<file path="config.mk">
export PLATFORM = sky130hd
export DESIGN_NAME = wb_cmd_master_flat
export DESIGN_NICKNAME = d
export VERILOG_FILES = /design/src/rtl/wb_cmd_master_if.sv /design/src/rtl/wb_cmd_master.sv /design/src/flat_wrapper.sv
export SDC_FILE = /design/constraint.sdc
export NUM_CORES = 1
export LEC_CHECK = 0
export CORE_MARGIN = 2
export CORE_UTILIZATION = 45
export CTS_CLUSTER_DIAMETER = 150
export CTS_CLUSTER_SIZE = 14
export DETAILED_ROUTE_END_ITERATION = 10
export HOLD_SLACK_MARGIN = 0.12
export PLACE_DENSITY = 0.87
export SYNTH_ARGS = -nofsm -noshare
export SYNTH_HDL_FRONTEND = slang
export SYNTH_SLANG_ARGS = --single-unit
</file>
<file path="constraint.sdc">
create_clock -name clk -period 3.9 [get_ports clk]
set_clock_uncertainty 0.05 [all_clocks]
set_input_delay 0.78 -clock clk [delete_from_list [all_inputs] [get_ports clk]]
set_output_delay 0.78 -clock clk [all_outputs]
set_load 0.03 [all_outputs]
</file>
<file path="src/rtl/wb_cmd_master_if.sv">
// Command-stream and Wishbone B4 pipelined bus signals of wb_cmd_master.
// The master modport is the bus-master view; the slave modport drives commands and models the bus slave.
interface wb_cmd_master_if #(
    parameter int ADR_W = 11,
    parameter int DAT_W = 16
);
    logic             req_valid;
    logic             req_ready;
    logic             req_we;
    logic [ADR_W-1:0] req_adr;
    logic [DAT_W-1:0] req_dat;
    logic             rsp_valid;
    logic             rsp_we;
    logic [DAT_W-1:0] rsp_dat;
    logic             rsp_err;
    logic             wb_cyc;
    logic             wb_stb;
    logic             wb_we;
    logic [ADR_W-1:0] wb_adr;
    logic [DAT_W-1:0] wb_dat_o;
    logic [DAT_W-1:0] wb_dat_i;
    logic             wb_ack;
    logic             wb_stall;

    modport master (
        input  req_valid, req_we, req_adr, req_dat, wb_dat_i, wb_ack, wb_stall,
        output req_ready, rsp_valid, rsp_we, rsp_dat, rsp_err,
               wb_cyc, wb_stb, wb_we, wb_adr, wb_dat_o
    );

    modport slave (
        output req_valid, req_we, req_adr, req_dat, wb_dat_i, wb_ack, wb_stall,
        input  req_ready, rsp_valid, rsp_we, rsp_dat, rsp_err,
               wb_cyc, wb_stb, wb_we, wb_adr, wb_dat_o
    );
endinterface

</file>
<file path="src/rtl/wb_cmd_master.sv">
// Wishbone B4 pipelined single-beat master driven by a valid/ready command stream.
// Define WB_TIMEOUT_EN to abort transfers that see no ACK for TIMEOUT cycles.
module wb_cmd_master #(
    parameter int ADR_W   = 11,
    parameter int DAT_W   = 16,
    parameter int MAX_OUT = 4,
    parameter int TIMEOUT = 255
) (
    input  logic            clk,
    input  logic            reset,
    wb_cmd_master_if.master bus
);
    localparam logic [0:0] ST_IDLE = 1'b0;
    localparam logic [0:0] ST_BUS  = 1'b1;
    localparam logic [4:0] MAX_L   = 5'(MAX_OUT);

    generate
        if (MAX_OUT < 1 || MAX_OUT > 15 || TIMEOUT < 1) begin : g_bad_cfg
            $error("wb_cmd_master: MAX_OUT must be 1..15 and TIMEOUT at least 1");
        end
    endgenerate

    logic [0:0]       r_state;
    logic [3:0]       r_cnt;
    logic             r_stb;
    logic             r_we;
    logic [ADR_W-1:0] r_adr;
    logic [DAT_W-1:0] r_dat;
    logic             r_rsp_valid;
    logic             r_rsp_we;
    logic [DAT_W-1:0] r_rsp_dat;
    logic             r_rsp_err;

    logic             w_issue;
    logic             w_ack;
    logic             w_abort;
    logic             w_slot_ok;
    logic             w_room_ok;
    logic             w_dir_ok;
    logic             w_ready;
    logic             w_accept;
    logic [3:0]       w_cnt_nxt;
    logic             w_stb_nxt;
    logic [0:0]       w_state_nxt;

    assign w_issue   = r_stb & ~bus.wb_stall;
    // An ACK with nothing outstanding is a slave protocol error and is dropped.
    assign w_ack     = bus.wb_ack & (r_cnt != 4'd0);
    assign w_slot_ok = ~r_stb | w_issue;
    assign w_room_ok = (({1'b0, r_cnt} + {4'd0, r_stb}) < MAX_L);
    assign w_dir_ok  = (bus.req_we == r_we) | ((r_cnt == 4'd0) & ~r_stb);
    assign w_ready   = ~reset & ~w_abort & w_slot_ok & w_room_ok & w_dir_ok;
    assign w_accept  = bus.req_valid & w_ready;

`ifdef WB_TIMEOUT_EN
    localparam int TO_W = (TIMEOUT > 255) ? $clog2(TIMEOUT + 1) : 8;

    logic [TO_W-1:0] r_to_cnt;
    logic            w_to_run;

    assign w_to_run = (r_cnt != 4'd0) | r_stb;
    assign w_abort  = w_to_run & (r_to_cnt == TO_W'(TIMEOUT));

    // Cycles since the last bus progress while work is in flight.
    always_ff @(posedge clk or posedge reset) begin
        if (reset) begin
            r_to_cnt <= '0;
        end else if (w_abort || w_issue || w_ack || !w_to_run) begin
            r_to_cnt <= '0;
        end else begin
            r_to_cnt <= r_to_cnt + TO_W'(1);
        end
    end
`else
    assign w_abort = 1'b0;
`endif

    // Outstanding count, pending strobe and bus state for the next cycle.
    always_comb begin
        w_cnt_nxt   = r_cnt;
        w_stb_nxt   = r_stb;
        w_state_nxt = r_state;
        if (w_abort) begin
            w_cnt_nxt = 4'd0;
        end else if (w_issue && !w_ack) begin
            w_cnt_nxt = r_cnt + 4'd1;
        end else if (!w_issue && w_ack) begin
            w_cnt_nxt = r_cnt - 4'd1;
        end else begin
            w_cnt_nxt = r_cnt;
        end
        if (w_abort) begin
            w_stb_nxt = 1'b0;
        end else if (w_accept) begin
            w_stb_nxt = 1'b1;
        end else if (w_issue) begin
            w_stb_nxt = 1'b0;
        end else begin
            w_stb_nxt = r_stb;
        end
        // Leaving BUS on the edge that retires the last beat drops cyc right after the final ACK.
        case (r_state)
            ST_IDLE: begin
                if (w_accept) begin
                    w_state_nxt = ST_BUS;
                end else begin
                    w_state_nxt = ST_IDLE;
                end
            end
            ST_BUS: begin
                if ((w_cnt_nxt == 4'd0) && !w_stb_nxt) begin
                    w_state_nxt = ST_IDLE;
                end else begin
                    w_state_nxt = ST_BUS;
                end
            end
            default: w_state_nxt = ST_IDLE;
        endcase
    end

    // Bus-side state; address, data and direction only change on an accepted command.
    always_ff @(posedge clk or posedge reset) begin
        if (reset) begin
            r_state <= ST_IDLE;
            r_cnt   <= 4'd0;
            r_stb   <= 1'b0;
            r_we    <= 1'b0;
            r_adr   <= '0;
            r_dat   <= '0;
        end else begin
            r_state <= w_state_nxt;
            r_cnt   <= w_cnt_nxt;
            r_stb   <= w_stb_nxt;
            if (w_accept) begin
                r_we  <= bus.req_we;
                r_adr <= bus.req_adr;
                r_dat <= bus.req_dat;
            end
        end
    end

    // Response pulse; all outstanding beats share r_we since direction changes drain the bus.
    always_ff @(posedge clk or posedge reset) begin
        if (reset) begin
            r_rsp_valid <= 1'b0;
            r_rsp_we    <= 1'b0;
            r_rsp_dat   <= '0;
            r_rsp_err   <= 1'b0;
        end else if (w_abort) begin
            r_rsp_valid <= 1'b1;
            r_rsp_we    <= r_we;
            r_rsp_dat   <= '0;
            r_rsp_err   <= 1'b1;
        end else if (w_ack) begin
            r_rsp_valid <= 1'b1;
            r_rsp_we    <= r_we;
            r_rsp_dat   <= r_we ? '0 : bus.wb_dat_i;
            r_rsp_err   <= 1'b0;
        end else begin
            r_rsp_valid <= 1'b0;
            r_rsp_err   <= 1'b0;
        end
    end

    assign bus.req_ready = w_ready;
    assign bus.rsp_valid = r_rsp_valid;
    assign bus.rsp_we    = r_rsp_we;
    assign bus.rsp_dat   = r_rsp_dat;
    assign bus.rsp_err   = r_rsp_err;
    assign bus.wb_cyc    = (r_state == ST_BUS);
    assign bus.wb_stb    = r_stb;
    assign bus.wb_we     = r_we;
    assign bus.wb_adr    = r_adr;
    assign bus.wb_dat_o  = r_dat;
endmodule

</file>
<file path="src/flat_wrapper.sv">
// flat-port wrapper written by rule: the top's interface ports become plain ports
module wb_cmd_master_flat 
#(
    parameter int ADR_W   = 11,
    parameter int DAT_W   = 16,
    parameter int MAX_OUT = 4,
    parameter int TIMEOUT = 255
)
  (clk, reset, bus_req_valid, bus_req_we, bus_req_adr, bus_req_dat, bus_wb_dat_i, bus_wb_ack, bus_wb_stall, bus_req_ready, bus_rsp_valid, bus_rsp_we, bus_rsp_dat, bus_rsp_err, bus_wb_cyc, bus_wb_stb, bus_wb_we, bus_wb_adr, bus_wb_dat_o);
  wb_cmd_master_if #(.ADR_W(ADR_W), .DAT_W(DAT_W)) bus_i ();
  input  logic clk;
  input  logic reset;
  input wire logic [$bits(bus_i.req_valid)-1:0] bus_req_valid;
  input wire logic [$bits(bus_i.req_we)-1:0] bus_req_we;
  input wire logic [$bits(bus_i.req_adr)-1:0] bus_req_adr;
  input wire logic [$bits(bus_i.req_dat)-1:0] bus_req_dat;
  input wire logic [$bits(bus_i.wb_dat_i)-1:0] bus_wb_dat_i;
  input wire logic [$bits(bus_i.wb_ack)-1:0] bus_wb_ack;
  input wire logic [$bits(bus_i.wb_stall)-1:0] bus_wb_stall;
  output wire logic [$bits(bus_i.req_ready)-1:0] bus_req_ready;
  output wire logic [$bits(bus_i.rsp_valid)-1:0] bus_rsp_valid;
  output wire logic [$bits(bus_i.rsp_we)-1:0] bus_rsp_we;
  output wire logic [$bits(bus_i.rsp_dat)-1:0] bus_rsp_dat;
  output wire logic [$bits(bus_i.rsp_err)-1:0] bus_rsp_err;
  output wire logic [$bits(bus_i.wb_cyc)-1:0] bus_wb_cyc;
  output wire logic [$bits(bus_i.wb_stb)-1:0] bus_wb_stb;
  output wire logic [$bits(bus_i.wb_we)-1:0] bus_wb_we;
  output wire logic [$bits(bus_i.wb_adr)-1:0] bus_wb_adr;
  output wire logic [$bits(bus_i.wb_dat_o)-1:0] bus_wb_dat_o;
  assign bus_i.req_valid = bus_req_valid;
  assign bus_i.req_we = bus_req_we;
  assign bus_i.req_adr = bus_req_adr;
  assign bus_i.req_dat = bus_req_dat;
  assign bus_i.wb_dat_i = bus_wb_dat_i;
  assign bus_i.wb_ack = bus_wb_ack;
  assign bus_i.wb_stall = bus_wb_stall;
  assign bus_req_ready = bus_i.req_ready;
  assign bus_rsp_valid = bus_i.rsp_valid;
  assign bus_rsp_we = bus_i.rsp_we;
  assign bus_rsp_dat = bus_i.rsp_dat;
  assign bus_rsp_err = bus_i.rsp_err;
  assign bus_wb_cyc = bus_i.wb_cyc;
  assign bus_wb_stb = bus_i.wb_stb;
  assign bus_wb_we = bus_i.wb_we;
  assign bus_wb_adr = bus_i.wb_adr;
  assign bus_wb_dat_o = bus_i.wb_dat_o;
  wb_cmd_master #(.ADR_W(ADR_W), .DAT_W(DAT_W), .MAX_OUT(MAX_OUT), .TIMEOUT(TIMEOUT)) u_core (.clk(clk), .reset(reset), .bus(bus_i));
endmodule
</file>
* After elaboration in Yosys (flattened, before gate mapping)
Cells that the tools add are included.
** Operators by class
- $add $sub $neg :: 3
- Magnitude comparators :: 1
- Equality and inequality tests :: 1
- Muxes and demuxes :: 9
- Bitwise gates (word level) :: 13
- Reduce and logical (&&, ||, !) cells :: 9
** Operators by type and width (number)
- two-way mux 16 bit :: 1
- zero test 4 bit :: 2
- two-way mux 4 bit :: 2
- AND 1 bit :: 7
- adder 4 x 1 -> 5 bit :: 1
- less-than comparator 5 x 3 -> 1 bit (second input constant) :: 1
- two-way mux 1 bit :: 5
- adder 4 x 1 -> 4 bit (second input constant) :: 1
- NOT 1 bit :: 4
- nonzero test 4 bit :: 1
- subtractor 4 x 1 -> 4 bit (second input constant) :: 1
- logical AND 1 bit :: 3
- zero test 1 bit :: 3
- OR 1 bit :: 2
- one-hot mux 1 bit (2 select lines) :: 1
- equality test 1 bit :: 1
** Word-level totals
- Flip-flop bits (word level) :: 52
- Input bits :: 49
- Output and inout port bits :: 50

* Depth between registers and ports, before layout
Gate-level depths: netlist of run 1.
- Depth in word-level cells :: 12
- Gate-level depth with buffers :: 8

* Worst setup path before layout of run 1
Ideal clock, no wire load.
- Path kind :: in2out
- From :: in bus_req_we
- To :: out bus_req_ready
- Data arrival time :: 1.676 ns
- Setup slack :: 1.394 ns
- Stages :: 3
- Buffers on the path :: 0
- Path through :: xor2_1 -> a2111oi_2 -> and2_1
** Between the ends
- Longest elaborated chain between the ends :: 3
** RTL lines
- start: declaration :: RTL line flat_wrapper.sv:14 : input wire logic [$bits(bus_i.req_we)-1:0] bus_req_we;
- equality test 1 bit :: RTL line wb_cmd_master.sv:51 : assign w_dir_ok = (bus.req_we == r_we) | ((r_cnt == 4'd0) & ~r_stb);
- OR 1 bit :: RTL line wb_cmd_master.sv:51
- AND 1 bit :: RTL line wb_cmd_master.sv:52 : assign w_ready = ~reset & ~w_abort & w_slot_ok & w_room_ok & w_dir_ok;
- end: declaration :: RTL line flat_wrapper.sv:20 : output wire logic [$bits(bus_i.req_ready)-1:0] bus_req_ready;
No other way between the ends.

* Final worst setup path of run 1
Ends and elaborated chain as after synthesis.

==> impl_metrics.ini, run 1 <==
[run_status]
run_status = finished, final reports clean

[place]
place_ws_ns = 0.350
finalWeightedCongestion = 0.805
port_buffers = 97
dp.final_hpwl_mm = 3.52

[synthesis]
syn_avg_cell_area_um2 = 12.3
netlist_area_um2 = 2270
synth_seq_cells = 52
synthesis.nets = 236
synth.distinct_cells = 37
synth_compound_area_share_pct = 7.37
synth_edf_count = 0
synth_area_leaders = dfrtp_1 57%, mux2_2 9.4%, mux2_4 6.6%
yosys.area_share.simple_pct = 11.9
seq_area_frac_synth_pct = 57.2
synth_fa_ha_area_share_pct = 1.54
async_flop_share_pct = 100
synth_xor_xnor_area_share_pct = 1.54
synth_ff_type = dfrtp_1
synth_top_family_by_area = multiplexers
syn_inst = 185
synth_top_cell_area_share_pct = 57.2
yosysTopAreaCell = dfrtp_1
muxShareOfSynthArea_pct = 16.0
synth_warnings = 0

[timing]
setup_viol = 0
layout_setup_ws_ns = 0.362
holdWs_ns = 0.440
fmax_mhz = 283
tns_ns = 0
max_slew_margin_pct = 30.0
tightest_slew_ns = 1.05
slew_violations = 0
rsz0062_at_grt = false
fin_crit_ns = 3.54
hold_viol_final = 0
finalCritPeriodShare_pct = 90.7

[routing]
vias_per_cell = 4.82
dr_total_vias = 1677
drt_iter0_drc = 79
first_pass_iters = 4
final_antenna_net_count = 0
met3_wirelength_um = 265
top_layer = met4
route.detailed.wl_per_inst_um = 13.6
wirelength_met1_mm = 1.93
drt-total-wl_mm = 4.73
drc = 0
wl_met2_mm = 2.45

[global_routing]
globalRouteOverflowTotal = 0
track_usage_pct = 17.2
grt_max_degree = 53
grt_pass1_vias = 1619
grt_pass1_wl_mm = 7.38
antenna_found_initial = 0

[critical_path]
critical_path_class = in -> out
critPathLaunch = bus_req_we
max_stage_delay_ns = 0.68
r2r-start = u_core.r_cnt[1]
reg2reg_depth = 6
path_common_cell = clkdlybuf4s50_1
cp-end-kind = output port
crit_end = bus_req_ready
worst_setup_path_start_kind = input pin
reg2reg_to = u_core.bus.rsp_we
cpMaxStageDelayCell = clkdlybuf4s50_1
cp_cell_sequence = clkdlybuf4s50_1 > xor2_1 > a2111oi_2 > and2_1 > clkdlybuf4s50_1
reg2reg_setup_slack_ns = 1.72
crit_fanout = 3
arrival_ns = 2.71
cp.required_ns = 3.07

[cells_and_area]
fillers = 360
final_cell_mix = 97 x clkdlybuf4s50_1, 52 x dfrtp_1, 19 x mux2_2, 19 x o21ai_0
drive_above_1_share_pct = 15.3
area.growth.synth_to_final_pct = 48.7
layout.nets = 331
antenna_cells = 0
mostFrequentLayoutCell = clkdlybuf4s50_1

[floorplan]
io_pins = 99
initial_utilization_pct = 47.5
die_h_um = 75.1
core_area_um2 = 4790
rows = 25
die_w_um = 75.1
die_area_um2 = 5640

[clock_tree]
htreeDepth = 2
post_cts_buffers = 0
cts_tree = yes
hold_buffers = 0
clock-sinks = 52
clk_path_buf_depth = 2
cts_resized = 0
clkTransAtPathRegs_ns = 0.08
cts_buffers = 5
root_buffer = clkbuf_8
clk_latency_ns = 0.30

[worst_hold_path]
hold_path.class = reg -> reg
hold_depth = 2

[power]
clkPwrFrac_pct = 11.2
ir_worst_vdd_mv = 0.348
p_switching_mw = 1.09
power_frac_seq_pct = 35.0
p_per_area_nw_per_um2 = 805
swShare_pct = 40.0
internal_power_mw = 1.63
p_leak_nw = 1.47
power_mw = 2.72
power_frac_comb_pct = 53.8

[flow_run]
maxCapViolCount = 0
through the flow:
| step | std cells | utilization, % | area, um2 |
|---|---|---|---|
| after floorplan | 185 | - | 2270 |
| after global placement | 340 | 68.8 | 3290 |
| after detailed placement | 340 | 68.8 | 3290 |
| after CTS | 348 | 70.7 | 3380 |
| after global routing | 348 | 70.7 | 3380 |
| final | 348 | 70.7 | 3380 |
power groups by stage:
stage / Clock, mW / Sequential (mW) / Combinational, mW
after detailed placement: 0 / 0.968 / 1.48
after global placement: 0 / 0.952 / 1.46
after global routing: 0.334 / 0.992 / 1.56
final: 0.306 / 0.952 / 1.46
after CTS: 0.314 / 0.956 / 1.48
after floorplan: 0 / 1.37 / 0.482
routing by layer:
| layer | track usage [%] | up-vias |
|---|---|---|
| met2 | 29.8 | 44 |
| met1 | 21.1 | 813 |
| met4 | 5.56 | 0 |
| met3 | 4.02 | 7 |
| li1 | - | 813 |
| met5 | 0 | - |
Yosys cell counts (2+ instances only):
cell / instances
ha_1: 2
or3b_2: 2
nand2b_1: 18
dfrtp_1: 52
clkbuf_1: 4
nor2_1: 2
mux2_4: 10
buf_1: 2
nand3_1: 2
mux2_2: 19
buf_6: 3
o21ai_0: 19
xnor2_1: 3
inv_1: 6
nand2_1: 18
buf_2: 2
worst max-delay path, delay by kind of cell:
kind            cells  cell delay [ns]
simple gates        1             0.18
xor+xnor            1             0.16
buf+inv             2             1.12
compound gates      1             0.47
area by class of cell:
cell class	count	area, um2	area share [%]
inverter	6	22.5	0.666
multi-input combinational	115	891	26.3
sequential	52	1300	38.5
tap	67	83.8	2.48
clock buffer	8	90.1	2.66
timing repair buffer	100	993	29.4
flip-flops by register name, summed over array words and instances (netlist names):
signal	count
u_core.bus.rsp_we	1
u_core.bus.rsp_valid	1
u_core.bus.rsp_dat	16
u_core.bus.wb_we	1
u_core.bus.wb_stb	1
u_core.r_cnt	4
u_core.bus.wb_adr	11
u_core.bus.wb_dat_o	16
u_core.bus.wb_cyc	1
kinds of logic after synthesis:
family                   after synthesis
AND/OR/NAND/NOR                       50
AO/OA/AOI/OAI                         28
XOR/XNOR                               4
multiplexers                          29
flip-flops                            52
buffers and inverters                 18
adder cells (fa/ha/maj)                3
other                                  1
how the worst min path moves through the flow:
stage	startpoint	end	slack, ns
2_1_floorplan	u_core.r_cnt[3]	u_core.r_cnt[3]	0.56
3_3_place_gp	u_core.bus.rsp_dat[0]	u_core.bus.rsp_dat[0]	0.41
3_5_place_dp	u_core.bus.rsp_dat[7]	u_core.bus.rsp_dat[7]	0.42
4_1_cts	u_core.bus.rsp_dat[9]	u_core.bus.rsp_dat[9]	0.44
5_1_grt	u_core.bus.rsp_dat[7]	u_core.bus.rsp_dat[7]	0.47
6_report	u_core.bus.rsp_dat[9]	u_core.bus.rsp_dat[9]	0.44
No activity file was read; power rests on OpenSTA's default activity.
==> inputs of run 2 (changes only) <==
--- a/config.mk
+++ b/config.mk
@@ -8,7 +8,7 @@
 export CORE_MARGIN = 2
 export CORE_UTILIZATION = 45
 export CTS_CLUSTER_DIAMETER = 150
-export CTS_CLUSTER_SIZE = 14
+export CTS_CLUSTER_SIZE = 28
 export DETAILED_ROUTE_END_ITERATION = 10
 export HOLD_SLACK_MARGIN = 0.12
 export PLACE_DENSITY = 0.87
==> results of run 2 <==
No change in the layout: final DEF, timing and power equal those of run 1.
